## config.mk

```make
export PLATFORM = sky130hd
export DESIGN_NAME = cdb_arbiter
export DESIGN_NICKNAME = d
export VERILOG_FILES = /design/src/rtl/cdb_pkg.sv /design/src/rtl/age_select.sv /design/src/rtl/cdb_arbiter.sv
export SDC_FILE = /design/constraint.sdc
export NUM_CORES = 1
export LEC_CHECK = 0
export BUFFER_PORTS_ARGS = -buffer_cell sky130_fd_sc_hd__buf_2
export CAP_MARGIN = 20
export CORE_UTILIZATION = 52
export DETAILED_ROUTE_END_ITERATION = 8
export PLACE_DENSITY = 0.88
export SLEW_MARGIN = 20
export SYNTH_ARGS = -nofsm -noshare
export SYNTH_HDL_FRONTEND = slang
export SYNTH_SLANG_ARGS = --single-unit
```

## constraint.sdc

```tcl
create_clock -name clk -period 8.7 [get_ports clk]
set_input_delay 1.305 -clock clk [delete_from_list [all_inputs] [get_ports clk]]
set_output_delay 1.305 -clock clk [all_outputs]
set_load 0.05 [all_outputs]
```

## src/rtl/cdb_pkg.sv

```systemverilog
// Shared types and constants for the common-data-bus arbiter and its age selector.
// Purely declarative: no logic, no latency, no flow control.
package cdb_pkg;

  localparam int NUM_REQ   = 4;
  localparam int ROB_IDX_W = 4;
  localparam int DATA_W    = 32;

  localparam int FU_ALU = 0;
  localparam int FU_MUL = 1;
  localparam int FU_DIV = 2;
  localparam int FU_LSU = 3;

  typedef struct packed {
    logic                 valid;
    logic [ROB_IDX_W-1:0] rob_idx;
    logic [DATA_W-1:0]    data;
  } cdb_req_t;

  typedef struct packed {
    logic                 valid;
    logic [ROB_IDX_W-1:0] rob_idx;
    logic [DATA_W-1:0]    data;
  } cdb_bcast_t;

  // Distance from the ROB head; smaller means older, wrap-around is natural.
  function automatic logic [ROB_IDX_W-1:0] rob_age(input logic [ROB_IDX_W-1:0] idx,
                                                   input logic [ROB_IDX_W-1:0] head);
    return idx - head;
  endfunction

endpackage

```

## src/rtl/age_select.sv

```systemverilog
// Combinational oldest-first selector: ages relative to the ROB head, flush kill mask, min-age tree.
// Zero latency; produces a one-hot grant among surviving requests, ties go to the lower index.
module age_select #(
  parameter int NUM_REQ   = 4,
  parameter int ROB_IDX_W = 4
) (
  input  logic [NUM_REQ-1:0]                req_valid,
  input  logic [NUM_REQ-1:0][ROB_IDX_W-1:0] req_rob_idx,
  input  logic [ROB_IDX_W-1:0]              rob_head,
  input  logic                              flush,
  input  logic [ROB_IDX_W-1:0]              flush_rob_idx,
  output logic [NUM_REQ-1:0]                grant,
  output logic [NUM_REQ-1:0]                kill
);

  localparam int LVL    = (NUM_REQ > 1) ? $clog2(NUM_REQ) : 1;
  localparam int LEAVES = 1 << LVL;
  localparam int NODES  = 2 * LEAVES - 1;

  logic [NUM_REQ-1:0][ROB_IDX_W-1:0] w_age;
  logic [ROB_IDX_W-1:0]              w_flush_age;
  logic [NUM_REQ-1:0]                w_live;

  logic                 w_nd_vld [NODES];
  logic [ROB_IDX_W-1:0] w_nd_age [NODES];
  logic [LVL-1:0]       w_nd_idx [NODES];

  always_comb begin
    w_flush_age = flush_rob_idx - rob_head;
    for (int i = 0; i < NUM_REQ; i++) begin
      w_age[i]  = req_rob_idx[i] - rob_head;
      // The branch itself (equal age) survives; only younger results die.
      kill[i]   = req_valid[i] && flush && (w_age[i] > w_flush_age);
      w_live[i] = req_valid[i] && !kill[i];
    end
  end

  // Heap-ordered tree: leaf i sits at LEAVES-1+i, so left subtrees hold lower indices.
  always_comb begin
    for (int n = 0; n < NODES; n++) begin
      w_nd_vld[n] = 1'b0;
      w_nd_age[n] = '0;
      w_nd_idx[n] = '0;
    end
    for (int i = 0; i < NUM_REQ; i++) begin
      w_nd_vld[LEAVES-1+i] = w_live[i];
      w_nd_age[LEAVES-1+i] = w_age[i];
      w_nd_idx[LEAVES-1+i] = LVL'(i);
    end
    for (int n = LEAVES - 2; n >= 0; n--) begin
      if (w_nd_vld[2*n+1] &&
          (!w_nd_vld[2*n+2] || (w_nd_age[2*n+1] <= w_nd_age[2*n+2]))) begin
        w_nd_vld[n] = 1'b1;
        w_nd_age[n] = w_nd_age[2*n+1];
        w_nd_idx[n] = w_nd_idx[2*n+1];
      end else begin
        w_nd_vld[n] = w_nd_vld[2*n+2];
        w_nd_age[n] = w_nd_age[2*n+2];
        w_nd_idx[n] = w_nd_idx[2*n+2];
      end
    end
  end

  always_comb begin
    grant = '0;
    if (w_nd_vld[0]) grant[w_nd_idx[0]] = 1'b1;
  end

endmodule

```

## src/rtl/cdb_arbiter.sv

```systemverilog
// CDB arbiter: grants the oldest surviving FU result each cycle and broadcasts it one cycle later.
// req_ready is combinational (grant or flush kill); the broadcast side never backpressures.
module cdb_arbiter #(
  parameter int NUM_REQ   = cdb_pkg::NUM_REQ,
  parameter int ROB_IDX_W = cdb_pkg::ROB_IDX_W,
  parameter int DATA_W    = cdb_pkg::DATA_W
) (
  input  logic                              clk,
  input  logic                              reset,
  input  logic [NUM_REQ-1:0]                req_valid,
  input  logic [NUM_REQ-1:0][ROB_IDX_W-1:0] req_rob_idx,
  input  logic [NUM_REQ-1:0][DATA_W-1:0]    req_data,
  output logic [NUM_REQ-1:0]                req_ready,
  input  logic [ROB_IDX_W-1:0]              rob_head,
  input  logic                              flush,
  input  logic [ROB_IDX_W-1:0]              flush_rob_idx,
  output logic                              cdb_valid,
  output logic [ROB_IDX_W-1:0]              cdb_rob_idx,
  output logic [DATA_W-1:0]                 cdb_data,
  output logic [31:0]                       cdb_bcast_cnt
);

  import cdb_pkg::*;

  logic [NUM_REQ-1:0] w_grant;
  logic [NUM_REQ-1:0] w_kill;
  cdb_bcast_t         w_sel;
  cdb_bcast_t         r_bcast;
  logic [31:0]        r_cnt;

  age_select #(
    .NUM_REQ   (NUM_REQ),
    .ROB_IDX_W (ROB_IDX_W)
  ) u_age_select (
    .req_valid     (req_valid),
    .req_rob_idx   (req_rob_idx),
    .rob_head      (rob_head),
    .flush         (flush),
    .flush_rob_idx (flush_rob_idx),
    .grant         (w_grant),
    .kill          (w_kill)
  );

  always_comb begin
    w_sel = '0;
    for (int i = 0; i < NUM_REQ; i++) begin
      if (w_grant[i]) begin
        w_sel.valid   = 1'b1;
        w_sel.rob_idx = w_sel.rob_idx | req_rob_idx[i];
        w_sel.data    = w_sel.data | req_data[i];
      end
    end
  end

  // Gated by reset so requesters keep holding across an asynchronous reset.
  assign req_ready = (w_grant | w_kill) & {NUM_REQ{reset}};

  always_ff @(posedge clk or negedge reset) begin
    if (!reset) begin
      r_bcast <= '0;
      r_cnt   <= '0;
    end else begin
      r_bcast.valid <= w_sel.valid;
      if (w_sel.valid) begin
        r_bcast.rob_idx <= w_sel.rob_idx;
        r_bcast.data    <= w_sel.data;
      end
      if (r_bcast.valid && (r_cnt != '1)) r_cnt <= r_cnt + 32'd1;
    end
  end

  assign cdb_valid     = r_bcast.valid;
  assign cdb_rob_idx   = r_bcast.rob_idx;
  assign cdb_data      = r_bcast.data;
  assign cdb_bcast_cnt = r_cnt;

endmodule

```

-- Word-level counts from Yosys, hierarchy flattened
Index checks and enable logic that the tools add are counted.
- multiply operators: 0
- div/mod/pow operators: 0
- shifts and indexed selects: 0
- multiplexer cells: 15
- add/subtract/negate cells: 6
- bitwise operators: 8
- reduce and logical (&&, ||, !) cells: 27
- eq/ne operators: 1
- order comparisons: 9
- operators with widths (operator ; count):
    $mux W37 ; 4
    $or A32 B32 Y32 ; 3
    $add A32 B1 Y32 const B ; 1
    $ne A32 B32 Y1 const B ; 1
    $sub A4 B4 Y4 ; 5
    $logic_and A1 B1 Y1 ; 17
    $gt A4 B4 Y1 ; 4
    $or A4 B4 Y4 ; 4
    $le A4 B4 Y1 ; 3
    $mux W4 ; 3
    $logic_not A1 Y1 ; 7
    $mux W1 ; 6
    $and A4 B4 Y4 ; 1
    $logic_or A1 B1 Y1 ; 3
    $lt A2 B3 Y1 const B ; 1
    $demux W1 S2 ; 1
    $ge A2 B1 Y1 const B ; 1
    $mux W2 ; 1
- flip-flop bits (word level): 69
- input port bits: 159
- memories: 0
- latch bits: 0
- memory bits (writable): 0
- word-level logic and storage cells: 70
- bits in read-only memories: 0

-- Longest topological paths before layout
- word-level depth: 25
- mapped depth: 25
- mapped depth without buffers: 22

-- Hierarchy
Synthesis repeated with hierarchy kept, for this count alone.
- cell total of the unflattened synthesis: 511
- area, all modules: 5011.1 um^2
- by module, submodules not included (module ; cells an instance ; times used ; area each (um^2) ; sequential area each (um^2)):
    cdb_arbiter ; 348 ; 1 ; 3538.4 ; 1726.7
    age_select ; 163 ; 1 ; 1472.7 ; 0.0

-- Worst setup path after synthesis
OpenSTA, ideal clock, no wires.
- path kind: input-to-output
- from: input rob_head[1]
- to: output req_ready[2]
- buffers on the path: 3
- slack: 1690 ps
- arrival time: 5705 ps
- data required time: 7395 ps
- stages: 23
- path through: inv_1 ha_1 a21o_1 a21oi_1 xnor2_1 inv_1 ha_1 o21ai_0 o21ai_1 o211ai_1 a311o_1 buf_4 buf_2 mux2i_1 ha_1 a21oi_1 o21ai_0 o21ai_0 a21boi_4 nor2_8 buf_6 a21oi_1 nor2b_1
- longest elaborated chain between the ends: 20
- elaborated cells between the ends (all ways): 49
- those cells by class: 5 x add/sub; 9 x order compare; 11 x mux; 2 x bitwise; 22 x reduce/logical
- ends and longest elaborated chain (item ; RTL line ; source):
    start: declaration ; cdb_arbiter.sv:14 ; input logic [ROB_IDX_W-1:0] rob_head,
    $sub A4 B4 Y4 (on tied branches) ; age_select.sv:31, age_select.sv:29 ;
    $gt A4 B4 Y1 ; age_select.sv:33 ; kill[i] = req_valid[i] && flush && (w_age[i] > w_flush_age);
    $logic_and A1 B1 Y1 ; age_select.sv:33 ;
    $logic_not A1 Y1 ; age_select.sv:34 ; w_live[i] = req_valid[i] && !kill[i];
    $logic_and A1 B1 Y1 ; age_select.sv:34 ;
    $logic_not A1 Y1 ; age_select.sv:52 ; (!w_nd_vld[2*n+2] || (w_nd_age[2*n+1] <= w_nd_age[2*n+2]))) begin
    $logic_or A1 B1 Y1 ; age_select.sv:52 ;
    $logic_and A1 B1 Y1 ; age_select.sv:51 ; if (w_nd_vld[2*n+1] &&
    [4 not listed] ; n/a ;
    $mux W2 ; age_select.sv:51 ;
    $lt A2 B3 Y1 (implied by the code) or $ge A2 B1 Y1 (tied branches) ; age_select.sv:66 ; if (w_nd_vld[0]) grant[w_nd_idx[0]] = 1'b1;
    $logic_and A1 B1 Y1 (implied by the code) ; age_select.sv:66 ;
    $mux W1 (implied by the code) ; age_select.sv:66 ;
    $demux W1 S2 ; n/a ;
    $mux W4 ; age_select.sv:66 ;
    $or A4 B4 Y4 (*) ; cdb_arbiter.sv:56 ; assign req_ready = (w_grant | w_kill) & {NUM_REQ{reset}};
    $and A4 B4 Y4 (*) ; cdb_arbiter.sv:56 ;
    end: declaration ; cdb_arbiter.sv:13 ; output logic [NUM_REQ-1:0] req_ready,
Mark *: on every way between the ends. The rest lies on a longest branch, timed or not.

-- Final worst setup path
Same ends and word-level chain as after synthesis.

==> results.json <==
{
  "overflow": 0,
  "crit_type": "primary input to output port",
  "whs_ns": 0.498,
  "cts_max_level": 3,
  "synth.avg_cell_area_um2": 9.42,
  "max_freq_mhz": 127,
  "met1_usage_pct": 36.9,
  "status": "completed",
  "setup_viol_count_final": 0,
  "endpoint_kind": "output port",
  "hpwl_um": 11900,
  "multi_input_area_um2": 3070,
  "yosys.cell_count.top_type": "a21oi_1",
  "vdd_ir_drop_max_mv": 0.231,
  "cp_slowest_cell": "a311o_2",
  "critPathArrivalTime_ns": 6.58,
  "async_flop_share_pct": 100,
  "die-area_um2": 10200,
  "firstDrtPassIters": 7,
  "synth.largest_area_cell": "dfrtp_1",
  "track_usage_pct": 31.7,
  "initial_core_util_pct": 54.2,
  "final_nets": 960,
  "grt_pass1_vias": 5246,
  "yosysSeqAreaShare_pct": 34.0,
  "finalHoldViolCount": 0,
  "drive_above_1_share_pct": 35.2,
  "clockBufferDepth": 2,
  "clkSlewWorstSetupHoldPaths_ns": 0.08,
  "clock_latency_ns": 0.34,
  "tns_ns": 0,
  "rsz0062_at_grt": "false",
  "viasPerCell": 5.96,
  "ios": 232,
  "synth_cells": 539,
  "drc": 0,
  "row_count": 35,
  "critical_path_buf_inv_count": 3,
  "post-route-util_pct": 69.4,
  "seq_area_um2": 1730,
  "fin_skew_ns": 0.0157,
  "crit_family": "compound AO/OA/AOI/OAI gates",
  "syn_area_um2": 5080,
  "core_um2": 9370,
  "period_needed_ns": 7.88,
  "postCtsHoldBufs": 0,
  "cts_tree": "yes",
  "gr-max-usage-layer": "met2",
  "p_per_area_nw_per_um2": 314,
  "routedWlPerCell_um": 18.0,
  "syn_to_final_growth_pct": 28.1,
  "fillers": 761,
  "max-cap-violations": 0,
  "hold_class": "flop to flop",
  "use_met2_pct": 57.0,
  "synth_cell_types": 53,
  "worstPathMaxFanout": 43,
  "antenna_found_initial": 0,
  "cts.sinks": 69,
  "syn_nets": 742,
  "antenna_cells": 0,
  "synth.area.top_cells": "dfrtp_1, ha_1, a21oi_1",
  "place_congestion": 0.929,
  "grt_max_degree": 74,
  "die_h_um": 101,
  "synth-seq-cells": 69,
  "synth_common_cells": "a21oi_1, dfrtp_1, nor2_1",
  "first_iter_violations": 435,
  "cts_buffers": 9,
  "die_x_um": 101,
  "synth_edf_count": 0,
  "slew_headroom_pct": 33.1,
  "crit_path_cell_trace": "buf_2 > inv_1 > ha_1 > a21o_1 > a21oi_1 > xnor2_1 > ha_1 > a31oi_1 > o21ai_1 > o211ai_1 > a311o_2 > mux2i_1 > ha_1 > a21oi_1 > o21ai_0 > o21ai_0 > a21boi_4 > nor2_8 > a21oi_1 > nor2b_1 > buf_2",
  "synthFlopType": "dfrtp_1",
  "grt_pass1_wl_um": 24900,
  "root_buffer": "clkbuf_8",
  "critical_path_required_ns": 7.39,
  "worst_pin_slew_ns": 1.00,
  "cts_setup_buffers": 0,
  "yosysWarnings": 0,
  "start_kind": "primary input",
  "ant_nets": 0,
  "cts_resized": 0,
  "timing.final.crit_share_pct": 90.6,
  "use_met3_pct": 5.41,
  "final_max_slew_viol_count": 0,
  "power.leakage_nw": 3.27,
  "synth_top_area_share_pct": 34.0,
  "vias": 5312,
  "routed_wl_um": 16000,
  "portBuffers": 231,
  "slowest_delay_ns": 0.94
}
## registers in the layout (all words and copies together), names as in the netlist
signal / flops
cdb_data: 32
cdb_bcast_cnt: 32
cdb_valid: 1
cdb_rob_idx: 4
## logic make-up after synthesis
kind of cell	after synthesis	share of synthesized area (%)
buf+inv	58	5.81
fa+ha+maj	44	11.6
compound gates	159	21.8
flops	69	34.0
mux	7	1.48
simple gates	152	16.2
xor+xnor	50	9.14
## cell usage in the layout (no fill, tap or decap), types with 2 or more instances in the layout
master,n
nand2_1,12
nand3_1,18
mux2i_1,3
nand4_1,12
xor2_1,15
bufinv_16,2
o221ai_1,2
a41oi_1,2
nor2b_1,8
and2_1,4
or2_1,36
and4_1,4
a222oi_1,36
clkbuf_8,9
ha_1,39
a21o_1,6
buf_4,4
o21ai_1,2
inv_1,30
clkinv_4,2
a21oi_1,82
and3_1,2
inv_6,3
xnor2_1,33
fa_1,5
buf_2,230
o21ai_0,9
dfrtp_1,69
mux2_2,4
nor2_1,46
o21a_1,3
nor3_1,2
nand3b_1,2
a31oi_1,3
## through the flow
step                total power [mW]  setup WS [ns]  cells  area (um2)
floorplan                       1.44           1.69    539        5080
global placement                1.69           1.17    874        6250
detailed placement              1.73          0.874    874        6250
CTS                             2.04          0.882    890        6480
global route                    2.17          0.358    891        6510
finish                          2.05          0.818    891        6510
## power by group
group / switching, mW / leakage (nW) / internal, mW
combinational: 0.857 / 2.29 / 0.387
clock: 0.139 / 0.115 / 0.166
sequential: 0.0688 / 0.867 / 0.428
total: 1.07 / 3.27 / 0.981
## metal layers
layer / part of all wire (%) / up-vias
li1: - / 2409
met1: 39 / 2513
met2: 50 / 331
met3: 7.6 / 59
met4: 3.5 / 0
met5: 0 / -
## area by class of cell
cell class	count	area share (%)
Sequential cell	69	26.5
Multi-Input combinational cell	412	47.2
Clock buffer	9	1.90
Tap cell	129	2.48
Clock inverter	7	1.60
Timing Repair Buffer	235	18.6
Inverter	30	1.73
## final timing paths
kind / slack [ns] / end / cells after the start / startpoint
worst max-delay path: 0.82 / req_ready[2] / 21 / rob_head[1]
min in group asynchronous: 1.08 / cdb_bcast_cnt[15] / 1 / reset
worst min register to register: 0.50 / cdb_bcast_cnt[28] / 1 / cdb_bcast_cnt[28]
max in group asynchronous: 7.02 / cdb_data[31] / 1 / reset
worst max register to register: 6.07 / cdb_bcast_cnt[22] / 8 / cdb_bcast_cnt[4]
worst min-delay path: 0.50 / cdb_bcast_cnt[28] / 1 / cdb_bcast_cnt[28]
No activity file was read; power rests on OpenSTA's default activity.
